## config.mk

```make
export PLATFORM = sky130hd
export DESIGN_NAME = seq_divider
export DESIGN_NICKNAME = d
export VERILOG_FILES = /design/src/rtl/seq_divider.sv
export SDC_FILE = /design/constraint.sdc
export NUM_CORES = 1
export LEC_CHECK = 0
export CORE_AREA = 4 4 80 82
export CTS_CLUSTER_SIZE = 25
export DETAILED_ROUTE_END_ITERATION = 16
export DIE_AREA = 0 0 84 86
export HOLD_SLACK_MARGIN = 0.05
export PLACE_DENSITY = 0.9
export SLEW_MARGIN = 30
export SYNTH_ARGS = -nofsm -noshare
export SYNTH_HDL_FRONTEND = slang
export SYNTH_SLANG_ARGS = --single-unit
```

## constraint.sdc

```tcl
create_clock -name clk -period 3 [get_ports clk]
set_input_delay 0.6 -clock clk [delete_from_list [all_inputs] [get_ports clk]]
set_output_delay 0.6 -clock clk [all_outputs]
set_load 0.02 [all_outputs]
```

## src/rtl/seq_divider.sv

```systemverilog
// seq_divider: multi-cycle restoring divider, one quotient bit per clock.
//
// Parameters
//   W          operand / result width in bits (W >= 2)
//   SIGNED_EN  1: signed_op selects two's-complement division
//              0: signed_op is ignored, every operation is unsigned
//
// Ports
//   clk        clock, all state changes on the rising edge
//   rst        synchronous active-high reset
//   start      request a division (sampled only while ready=1)
//   signed_op  1 = operands are two's complement (sampled with start)
//   dvnd       dividend (sampled with start)
//   dvsr       divisor  (sampled with start)
//   ready      idle, able to accept start
//   done       one-cycle pulse: quo, rmd and dbz are valid
//   dbz        divide-by-zero flag of the latest completed operation
//   quo        quotient
//   rmd        remainder
//
// Latency: W+2 cycles from the accepting edge to done for a non-zero
// divisor, 1 cycle for a zero divisor. Signed results truncate toward
// zero and the remainder takes the dividend's sign.
module seq_divider #(
  parameter int W         = 8,
  parameter bit SIGNED_EN = 1'b1
) (
  input  logic         clk,
  input  logic         rst,
  input  logic         start,
  input  logic         signed_op,
  input  logic [W-1:0] dvnd,
  input  logic [W-1:0] dvsr,
  output logic         ready,
  output logic         done,
  output logic         dbz,
  output logic [W-1:0] quo,
  output logic [W-1:0] rmd
);

  localparam int CW = $clog2(W + 1);

  typedef enum logic [1:0] {IDLE, CALC, FIX, DONE} state_t;

  state_t state_reg, state_next;

  // Working registers: a_reg shifts the dividend magnitude out at the top
  // while quotient bits enter at the bottom; r_reg is the partial remainder.
  logic [W-1:0]  a_reg;
  logic [W-1:0]  b_reg;
  logic [W:0]    r_reg;
  logic [CW-1:0] cnt_reg;
  logic          neg_q_reg;
  logic          neg_r_reg;

  // Result registers, only written on entry to DONE.
  logic [W-1:0]  quo_reg;
  logic [W-1:0]  rmd_reg;
  logic          dbz_reg;

  // Operand sign / magnitude at the accepting edge.
  logic          eff_signed;
  logic          dvnd_neg;
  logic          dvsr_neg;
  logic          dvsr_zero;
  logic [W-1:0]  dvnd_mag;
  logic [W-1:0]  dvsr_mag;

  assign eff_signed = SIGNED_EN && signed_op;
  assign dvnd_neg   = eff_signed && dvnd[W-1];
  assign dvsr_neg   = eff_signed && dvsr[W-1];
  assign dvsr_zero  = (dvsr == '0);
  // The magnitude of the most-negative value is 2^(W-1), which still fits
  // in W unsigned bits, so no widening is needed here.
  assign dvnd_mag   = dvnd_neg ? -dvnd : dvnd;
  assign dvsr_mag   = dvsr_neg ? -dvsr : dvsr;

  // One restoring step. The partial remainder is always below the divisor,
  // so the shifted value stays below 2^(W+1); one extra bit on the
  // difference then serves as the borrow.
  logic [W+1:0]  r_shift;
  logic [W+1:0]  diff;
  logic          borrow;

  assign r_shift = {r_reg, a_reg[W-1]};
  assign diff    = r_shift - {2'b00, b_reg};
  assign borrow  = diff[W+1];

  // Sign correction applied when leaving FIX.
  logic [W-1:0]  fix_quo;
  logic [W-1:0]  fix_rmd;

  assign fix_quo = neg_q_reg ? -a_reg : a_reg;
  assign fix_rmd = neg_r_reg ? -r_reg[W-1:0] : r_reg[W-1:0];

  // State register
  always_ff @(posedge clk) begin
    if (rst) begin
      state_reg <= IDLE;
    end else begin
      state_reg <= state_next;
    end
  end

  // Next-state logic
  always_comb begin
    state_next = state_reg;
    case (state_reg)
      IDLE: begin
        if (start) begin
          state_next = dvsr_zero ? DONE : CALC;
        end
      end
      CALC: begin
        if (cnt_reg == CW'(1)) begin
          state_next = FIX;
        end
      end
      FIX:     state_next = DONE;
      DONE:    state_next = IDLE;
      default: state_next = IDLE;
    endcase
  end

  // Datapath
  always_ff @(posedge clk) begin
    if (rst) begin
      a_reg     <= '0;
      b_reg     <= '0;
      r_reg     <= '0;
      cnt_reg   <= '0;
      neg_q_reg <= 1'b0;
      neg_r_reg <= 1'b0;
      quo_reg   <= '0;
      rmd_reg   <= '0;
      dbz_reg   <= 1'b0;
    end else begin
      case (state_reg)
        IDLE: begin
          if (start) begin
            a_reg     <= dvnd_mag;
            b_reg     <= dvsr_mag;
            r_reg     <= '0;
            cnt_reg   <= CW'(W);
            neg_q_reg <= dvnd_neg ^ dvsr_neg;
            neg_r_reg <= dvnd_neg;
            // A zero divisor goes straight to DONE, so its result is
            // written here, on the edge that enters DONE.
            if (dvsr_zero) begin
              quo_reg <= '1;
              rmd_reg <= dvnd;
              dbz_reg <= 1'b1;
            end
          end
        end
        CALC: begin
          a_reg   <= {a_reg[W-2:0], ~borrow};
          r_reg   <= borrow ? r_shift[W:0] : diff[W:0];
          cnt_reg <= cnt_reg - CW'(1);
        end
        FIX: begin
          quo_reg <= fix_quo;
          rmd_reg <= fix_rmd;
          dbz_reg <= 1'b0;
        end
        default: begin
        end
      endcase
    end
  end

  assign ready = (state_reg == IDLE);
  assign done  = (state_reg == DONE);
  assign quo   = quo_reg;
  assign rmd   = rmd_reg;
  assign dbz   = dbz_reg;

endmodule
```

==> results.toml, run 1 <==
[status]
status = "finished, final reports clean"

[sta]
tns_ns = 0
period_share = 0.893
skew_ns = 0.0128
relSlewSlack = 0.554
fmax_mhz = 373
hold_violations = 0
rsz0062_at_grt = "no"
fin_crit_ns = 2.68
finalSetupViolCount = 0
slew_viol_final = 0
worst_slew_pin_slew_ns = 0.666

[yosys]
syn_avg_cell_area_um2 = 8.23
ys_seq_area_frac = 0.324
synth_seq_cells = 50
synth-warning-count = 0
synth_cell_type_count = 57
synth_area_leader_cell = "dfxtp_1"
synth_edf_count = 0
synthFlopType = "dfxtp_1"
async_flop_share = 0
synth_top_area_share = 0.324
syn_inst = 375
syn-cell-area_um2 = 3090
synth_fp_nets = 414
post-synth-top-count-cell = "dfxtp_1"
synth_area_leaders = "dfxtp_1 32%, ha_1 7.3%, nor2_1 5.8%, xor2_1 4.5%, nand2_1 4.4%"
synthTopCellsByCount = "50 x dfxtp_1, 48 x nor2_1, 36 x nand2_1"

[clock_network]
htree_levels = 2
numCtsBuffers = 5
root_buffer = "clkbuf_8"
clk_latency_ns = 0.32
cts_resized = 0
cts_setup_buffers = 0
cts_sinks = 50
clk_path_buf_depth = 2
postCtsHoldBufs = 0
clk_transition_reported_paths_ns = 0.09
tritoncts = "built"

[pwr]
vdd_drop_max_v = 0.000433
p_total_w = 0.00306
leakage_nw = 1.38
power.density_nw_per_um2 = 835

[detailed_routing]
drc = 0
vias = 2875
wl_per_cell_um = 15.8
viasPerCell = 5.90
ant_nets = 0
drt_iter0_markers = 326
wirelength_um = 7690
firstDrtPassIters = 6

[floorplanning]
rows = 28
die_h_um = 86
num_io_pins = 39
die_area_um2 = 7220
die_w_um = 84
coreArea_um2 = 5750
start_util = 0.537

[global_routing]
globalRouteTotalUtil = 0.210
grt_busiest_layer = "met2"
grt_util_met3 = 0.0413
grt_pass1_wl_um = 12400
first_global_vias = 2703
grt.overflow.total = 0
grt.met2_usage = 0.349
antenna_found_initial = 0
met1_usage = 0.277
grt_max_degree = 28

[placed_design]
dp_hpwl_um = 5750
place.gp.congestion = 0.910
portBuffers = 38

[layout]
largest_reg_flops = 9
fin_nets = 450
post-route-util = 0.637
area_growth_pct = 18.6
fill_cells = 484
antenna_cells = 0
multiInputGateArea_um2 = 1910
drive_gt1_frac = 0.0728
ff_latch_area_um2 = 1000

[critical_path]
end_kind = "flop"
path_cells = "clkdlybuf4s50_1 > inv_1 > ha_1 > or3b_4 > nor4b_4 > nand2_2 > o21ai_4 > o32ai_1 > a211oi_1"
crit_arrival_ns = 2.91
crit_fanout = 17
crit_slowest_cell = "clkdlybuf4s50_1"
critPathMaxStageDelay_ns = 0.47
start_kind = "primary input"
critPathKind = "in -> reg"
cp_data_required_time_ns = 3.23

[flow_run]
cap_viol_max_count = 0

[worst_hold_path]
hold_class = "reg -> reg"
[area by class of cell]
type                    instances  area share
clock buffers                   5      0.0188
clock inverters                 3      0.0130
inverters                      27      0.0277
multi-input cells             282       0.523
flip-flops and latches         50       0.274
well taps                      75      0.0256
repair buffers                 45       0.118
[per-stage QoR]
step / worst slack (ns) / std cells / hold slack [ns] / cell area (um^2)
final: 0.322 / 487 / 0.460 / 3660
after floorplan: 0.772 / 375 / 0.436 / 3090
after global placement: 0.162 / 479 / 0.444 / 3540
after CTS: 0.359 / 487 / 0.459 / 3660
after detailed placement: 0.0401 / 479 / 0.448 / 3540
after global routing: 0.148 / 487 / 0.488 / 3660
[path summary, 6_finish.rpt]
path                 start  endpoint  slack [ns]  cells past startpoint
setup / recovery   dvsr[0]    rmd[7]        0.32                      9
hold / removal      rmd[6]    rmd[6]        0.46                      2
setup reg to reg  r_reg[5]  r_reg[0]        0.63                      7
hold reg to reg     rmd[6]    rmd[6]        0.46                      2
[cells by family (layout without fill, tap and decap cells)]
| family | after synthesis | in the layout | share of synthesized area |
|---|---|---|---|
| AO/OA/AOI/OAI | 101 | 101 | 0.246 |
| XOR/XNOR | 27 | 27 | 0.0766 |
| adder cells (fa/ha/maj) | 19 | 19 | 0.0795 |
| buffers and inverters | 43 | 80 | 0.0576 |
| flip-flops | 50 | 50 | 0.324 |
| multiplexers | 8 | 8 | 0.0264 |
| AND/OR/NAND/NOR | 127 | 127 | 0.189 |
[report_power, final]
part           leakage, nW  internal, W  switching [W]
combinational        0.914     0.000675       0.000910
clock               0.0587     0.000253       0.000242
sequential           0.408     0.000819       0.000157
total                 1.38      0.00175        0.00131
[per-layer routing]
layer	wire, um	part of all wire
met3	430	0.056
met1	3520	0.46
met5	0	0
met2	3620	0.47
met4	121	0.016
[cells in the final DEF (no fill, tap or decap), types with 3 or more instances in the layout]
cell type	n
nor3_1	10
a222oi_1	5
xor2_1	16
o22ai_1	3
a211oi_2	3
o211ai_1	5
clkbuf_8	5
a311oi_1	5
clkdlybuf4s50_1	38
a211oi_1	15
mux2i_1	7
a31oi_1	3
nand3_1	13
o31ai_1	5
buf_4	7
or3_1	3
dfxtp_1	50
a21oi_1	18
o21ai_0	11
inv_1	27
o41ai_1	3
xnor2_1	10
nand2_1	36
nor2_1	48
ha_1	18
nor2b_1	3
a21o_1	3
nand2b_1	3
[critical path, delay by kind of cell]
family | cells | cell delay [ns]
adders and majority gates | 1 | 0.17
and+or+nand+nor | 3 | 0.95
AOI/OAI and AO/OA | 3 | 0.63
buffers and inverters | 2 | 0.55
(Power assumes the default switching activity.)
==> run 2, diff against run 1 <==
- CORE_AREA: 4 4 80 82 -> 4 4 96 98
- DIE_AREA: 0 0 84 86 -> 0 0 100 102
- PLACE_DENSITY: 0.9 -> 0.69
==> results.toml, run 2 (same netlist as run 1, synthesis figures left out) <==
[flow_run]
cap_viol_max_count = 0

[global_routing]
grt_pass1_wl_um = 12700
globalRouteTotalUtil = 0.152
first_global_vias = 2628
antenna_found_initial = 0
grt_max_degree = 28
grt.overflow.total = 0

[placed_design]
portBuffers = 38
place.gp.congestion = 0.897
dp_hpwl_um = 5880

[critical_path]
r2r_end = "r_reg[0]"
cp_data_required_time_ns = 3.26
reg2reg_setup_slack_ns = 0.70
crit_arrival_ns = 2.86
crit_fanout = 10
crit_slowest_cell = "clkdlybuf4s50_1"
critPathKind = "in -> reg"
r2r_cells = 7
setup.worst_path.start = "dvsr[0]"
regToRegStartpoint = "r_reg[2]"
critPathMaxStageDelay_ns = 0.46
end_kind = "flop"
crit_end = "rmd[1]"
start_kind = "primary input"
path_cells = "clkdlybuf4s50_1 > inv_1 > ha_1 > or3b_4 > nor4b_4 > buf_4 > nand2_2 > a21oi_4 > a222oi_1 > nor2_1"

[floorplanning]
rows = 34
start_util = 0.364
coreArea_um2 = 8470
die_h_um = 102
die_area_um2 = 10200
num_io_pins = 39
die_w_um = 100

[clock_network]
tritoncts = "built"
cts_setup_buffers = 0
cts_sinks = 50
clk_path_buf_depth = 2
clk_latency_ns = 0.31
clk_transition_reported_paths_ns = 0.11
root_buffer = "clkbuf_8"
numCtsBuffers = 5
cts_resized = 0
htree_levels = 2
postCtsHoldBufs = 0

[status]
status = "finished, final reports clean"

[layout]
multiInputGateArea_um2 = 1910
fin_nets = 451
largest_reg_flops = 9
antenna_cells = 0
layout_common_cells = "50 x dfxtp_1, 48 x nor2_1, 38 x clkdlybuf4s50_1, 36 x nand2_1, 27 x inv_1"
area_growth_pct = 20.1
fill_cells = 827
mostFrequentLayoutCell = "dfxtp_1"
drive_gt1_frac = 0.0751
ff_latch_area_um2 = 1000

[sta]
fmax_mhz = 384
slew_viol_final = 0
tns_ns = 0
relSlewSlack = 0.583
skew_ns = 0.0135
worst_slew_pin_slew_ns = 0.622
fin_crit_ns = 2.61
hold_violations = 0
finalSetupViolCount = 0
rsz0062_at_grt = "no"
period_share = 0.869

[detailed_routing]
drc = 0
vias = 2802
viasPerCell = 5.38
ant_nets = 0
firstDrtPassIters = 5
drt_iter0_markers = 216
wirelength_um = 7640
wl_per_cell_um = 14.7

[pwr]
vdd_drop_max_v = 0.000415
power.density_nw_per_um2 = 814
leakage_nw = 1.39
power_switching_w = 0.00127
p_comb_frac = 0.514
switching_share = 0.422
pwr-share-clk = 0.161
p_seq_frac = 0.324
p_total_w = 0.00302
p_int_w = 0.00174

[worst_hold_path]
hold_class = "reg -> reg"
run 2: changes by cell type in the layout (fill, tap and decap cells not counted):
| cell | delta |
|---|---|
| clkinv_4 | -1 |
| clkinv_2 | +1 |
| buf_4 | +1 |
run 2: layout make-up:
type,count,share of cell area
clock buffers,5,0.0186
clock inverters,3,0.0118
inverters,27,0.0274
multi-input cells,282,0.517
flip-flops and latches,50,0.270
well taps,108,0.0365
repair buffers,46,0.119
run 2: power groups by stage:
stage	clock network, W	logic, W	registers, W
after detailed placement	0	0.00153	0.000989
after global placement	0	0.00150	0.000986
final	0.000487	0.00155	0.000978
after global routing	0.000522	0.00172	0.00100
after floorplan	0	0.00112	0.000992
after CTS	0.000494	0.00154	0.000975
run 2: critical path: cells and delay by family:
kind,cells,cell delay [ns]
fa+ha+maj,1,0.17
buf+inv,3,0.74
simple gates,4,0.87
compound gates,2,0.48
run 2: worst min path at each step:
stage,cells past startpoint,endpoint,from
3_5_place_dp,2,rmd[6],rmd[6]
4_1_cts,2,rmd[6],rmd[6]
3_3_place_gp,2,rmd[5],rmd[5]
2_1_floorplan,2,b_reg[7],b_reg[7]
5_1_grt,2,rmd[6],rmd[6]
6_report,2,rmd[4],rmd[4]
run 2: metrics by stage:
step / hold WS [ns] / instance area, um^2 / worst slack [ns] / util / std cells
floorplan: 0.436 / 3090 / 0.772 / - / 375
global placement: 0.448 / 3580 / 0.184 / 0.423 / 513
detailed placement: 0.454 / 3580 / 0.0817 / 0.423 / 513
CTS: 0.468 / 3700 / 0.369 / 0.437 / 521
global route: 0.489 / 3700 / 0.260 / 0.438 / 521
finish: 0.466 / 3700 / 0.393 / 0.438 / 521
run 2: per-layer routing:
metal,up-vias,wire length [um],GRT usage
met5,-,0,0
met4,0,80,0.0321
met3,9,425,0.0307
met2,84,3510,0.245
met1,1292,3620,0.211
li1,1417,-,-
==> run 3, diff against run 2 <==
- ABC_AREA: unset -> 1
- CORE_AREA: 4 4 96 98 -> 4 4 99 101
- DIE_AREA: 0 0 100 102 -> 0 0 103 105
==> results.toml, run 3 <==
[status]
status = "finished, final reports clean"

[placed_design]
pre_cts_slack_ns = 0.431
dp_hpwl_um = 6580
place.gp.congestion = 0.870
portBuffers = 38

[global_routing]
grt_max_degree = 26
globalRouteTotalUtil = 0.158
grt_pass1_wl_um = 14000
grt.overflow.total = 0
first_global_vias = 3029
antenna_found_initial = 0

[yosys]
synth-warning-count = 0
syn_avg_cell_area_um2 = 6.72
syn_inst = 496
async_flop_share = 0
synthTopCellsByCount = "111 x nand2_1, 77 x inv_1, 52 x nand3_1"
ys_seq_area_frac = 0.300
synth_cell_type_count = 37
syn-cell-area_um2 = 3330
synth_edf_count = 0
synth_area_leaders = "dfxtp_1 30%, nand2_1 13%, inv_1 8.7%, nand3_1 7.8%, ha_1 6.8%"
synth_seq_cells = 50
synthFlopType = "dfxtp_1"
synth_top_area_share = 0.300
synth_fp_nets = 535
synth_area_leader_cell = "dfxtp_1"
post-synth-top-count-cell = "nand2_1"

[sta]
worst_slew_pin_slew_ns = 0.720
period_share = 0.763
fin_crit_ns = 2.29
fin_hold_ws_ns = 0.473
rsz0062_at_grt = "no"
relSlewSlack = 0.519
finalSetupViolCount = 0
skew_ns = 0.00956
finalWorstSetupSlack_ns = 0.712
hold_violations = 0
tns_ns = 0
slew_viol_final = 0
fmax_mhz = 437

[layout]
ff_latch_area_um2 = 1000
drive_gt1_frac = 0.0582
mostFrequentLayoutCell = "nand2_1"
multiInputGateArea_um2 = 1930
area_growth_pct = 16.6
fin_nets = 571
antenna_cells = 0
post-route-util = 0.431
fill_cells = 944
layout_common_cells = "111 x nand2_1, 77 x inv_1, 52 x nand3_1, 50 x dfxtp_1, 42 x a21oi_1"
largest_reg_flops = 9

[flow_run]
cap_viol_max_count = 0

[clock_network]
tritoncts = "built"
root_buffer = "clkbuf_8"
cts_resized = 0
clk_latency_ns = 0.31
cts_sinks = 50
clk_transition_reported_paths_ns = 0.10
numCtsBuffers = 5
postCtsHoldBufs = 0
htree_levels = 2
clk_path_buf_depth = 2
cts_setup_buffers = 0

[detailed_routing]
viasPerCell = 5.08
drc = 0
vias = 3274
wl_per_cell_um = 13.1
ant_nets = 0
wirelength_um = 8420
drt_iter0_markers = 179
firstDrtPassIters = 5

[critical_path]
crit_family = "buffers and inverters"
crit_arrival_ns = 1.69
critPathKind = "reg -> out"
start_kind = "flop"
crit_slowest_cell = "clkdlybuf4s50_1"
crit_fanout = 6
cp_data_required_time_ns = 2.40
path_cells = "inv_1 > ha_1 > clkdlybuf4s50_1"
critPathMaxStageDelay_ns = 0.65
end_kind = "output pin"
cp_num_buf_inv = 2

[floorplanning]
coreArea_um2 = 9020
die_w_um = 103
start_util = 0.369
die_h_um = 105
die_area_um2 = 10800
rows = 35
num_io_pins = 39

[pwr]
power.density_nw_per_um2 = 981
leakage_nw = 1.70
vdd_drop_max_v = 0.000460
p_total_w = 0.00381

[worst_hold_path]
hold_class = "reg -> reg"
==> run 3: changes by cell type after synthesis, moves of 7 or more <==
| cell | before | now |
|---|---|---|
| a211oi_1 | 15 | 0 |
| o21ai_0 | 11 | 32 |
| nand2_1 | 36 | 111 |
| mux2i_1 | 7 | 0 |
| a31oi_1 | 3 | 13 |
| nor2_1 | 48 | 29 |
| a21oi_1 | 18 | 42 |
| nand3_1 | 13 | 52 |
| nor3_1 | 10 | 2 |
| xnor2_1 | 11 | 3 |
| inv_1 | 27 | 77 |
==> run 3: final timing paths <==
path | startpoint | to | slack [ns] | cells after the start
max reg2reg | state_reg[0] | rmd[7] | 0.79 | 11
min | dbz | dbz | 0.47 | 2
min reg2reg | dbz | dbz | 0.47 | 2
max | state_reg[0] | ready | 0.71 | 3
==> run 3: area by class of cell <==
| cell class | count | share of cell area |
|---|---|---|
| Multi-Input combinational cell | 355 | 0.498 |
| Inverter | 79 | 0.0763 |
| Sequential cell | 50 | 0.258 |
| Timing Repair Buffer | 41 | 0.104 |
| Clock buffer | 5 | 0.0177 |
| Tap cell | 111 | 0.0357 |
| Clock inverter | 3 | 0.0113 |
==> run 3: routing by layer <==
| layer | track usage | part of all wire |
|---|---|---|
| met2 | 0.255 | 0.48 |
| met5 | 0 | 0 |
| met4 | 0.0435 | 0.012 |
| met1 | 0.219 | 0.46 |
| met3 | 0.0214 | 0.052 |
==> run 3: worst min-delay path: stages (launching register included) <==
cell	delay, ns
dfxtp_1	0.32
nand2_1	0.06
a21oi_1	0.05
==> run 3: logic make-up (layout without fill, tap and decap cells) <==
logic type,count (synthesis),in the layout,share of synthesized area
simple gates,218,218,0.299
compound gates,104,104,0.171
buf+inv,91,128,0.119
flops,50,50,0.300
fa+ha+maj,19,19,0.0736
xor+xnor,14,14,0.0368
==> run 3: where the power goes <==
part	switching, W	internal, W
clock network	0.000239	0.000250
logic	0.00147	0.000854
registers	0.000153	0.000848
total	0.00186	0.00195
==> run 3: through the flow <==
stage	instances	cell area (um^2)
global route	644	3890
CTS	644	3890
finish	644	3890
detailed placement	636	3770
global placement	636	3770
floorplan	496	3330
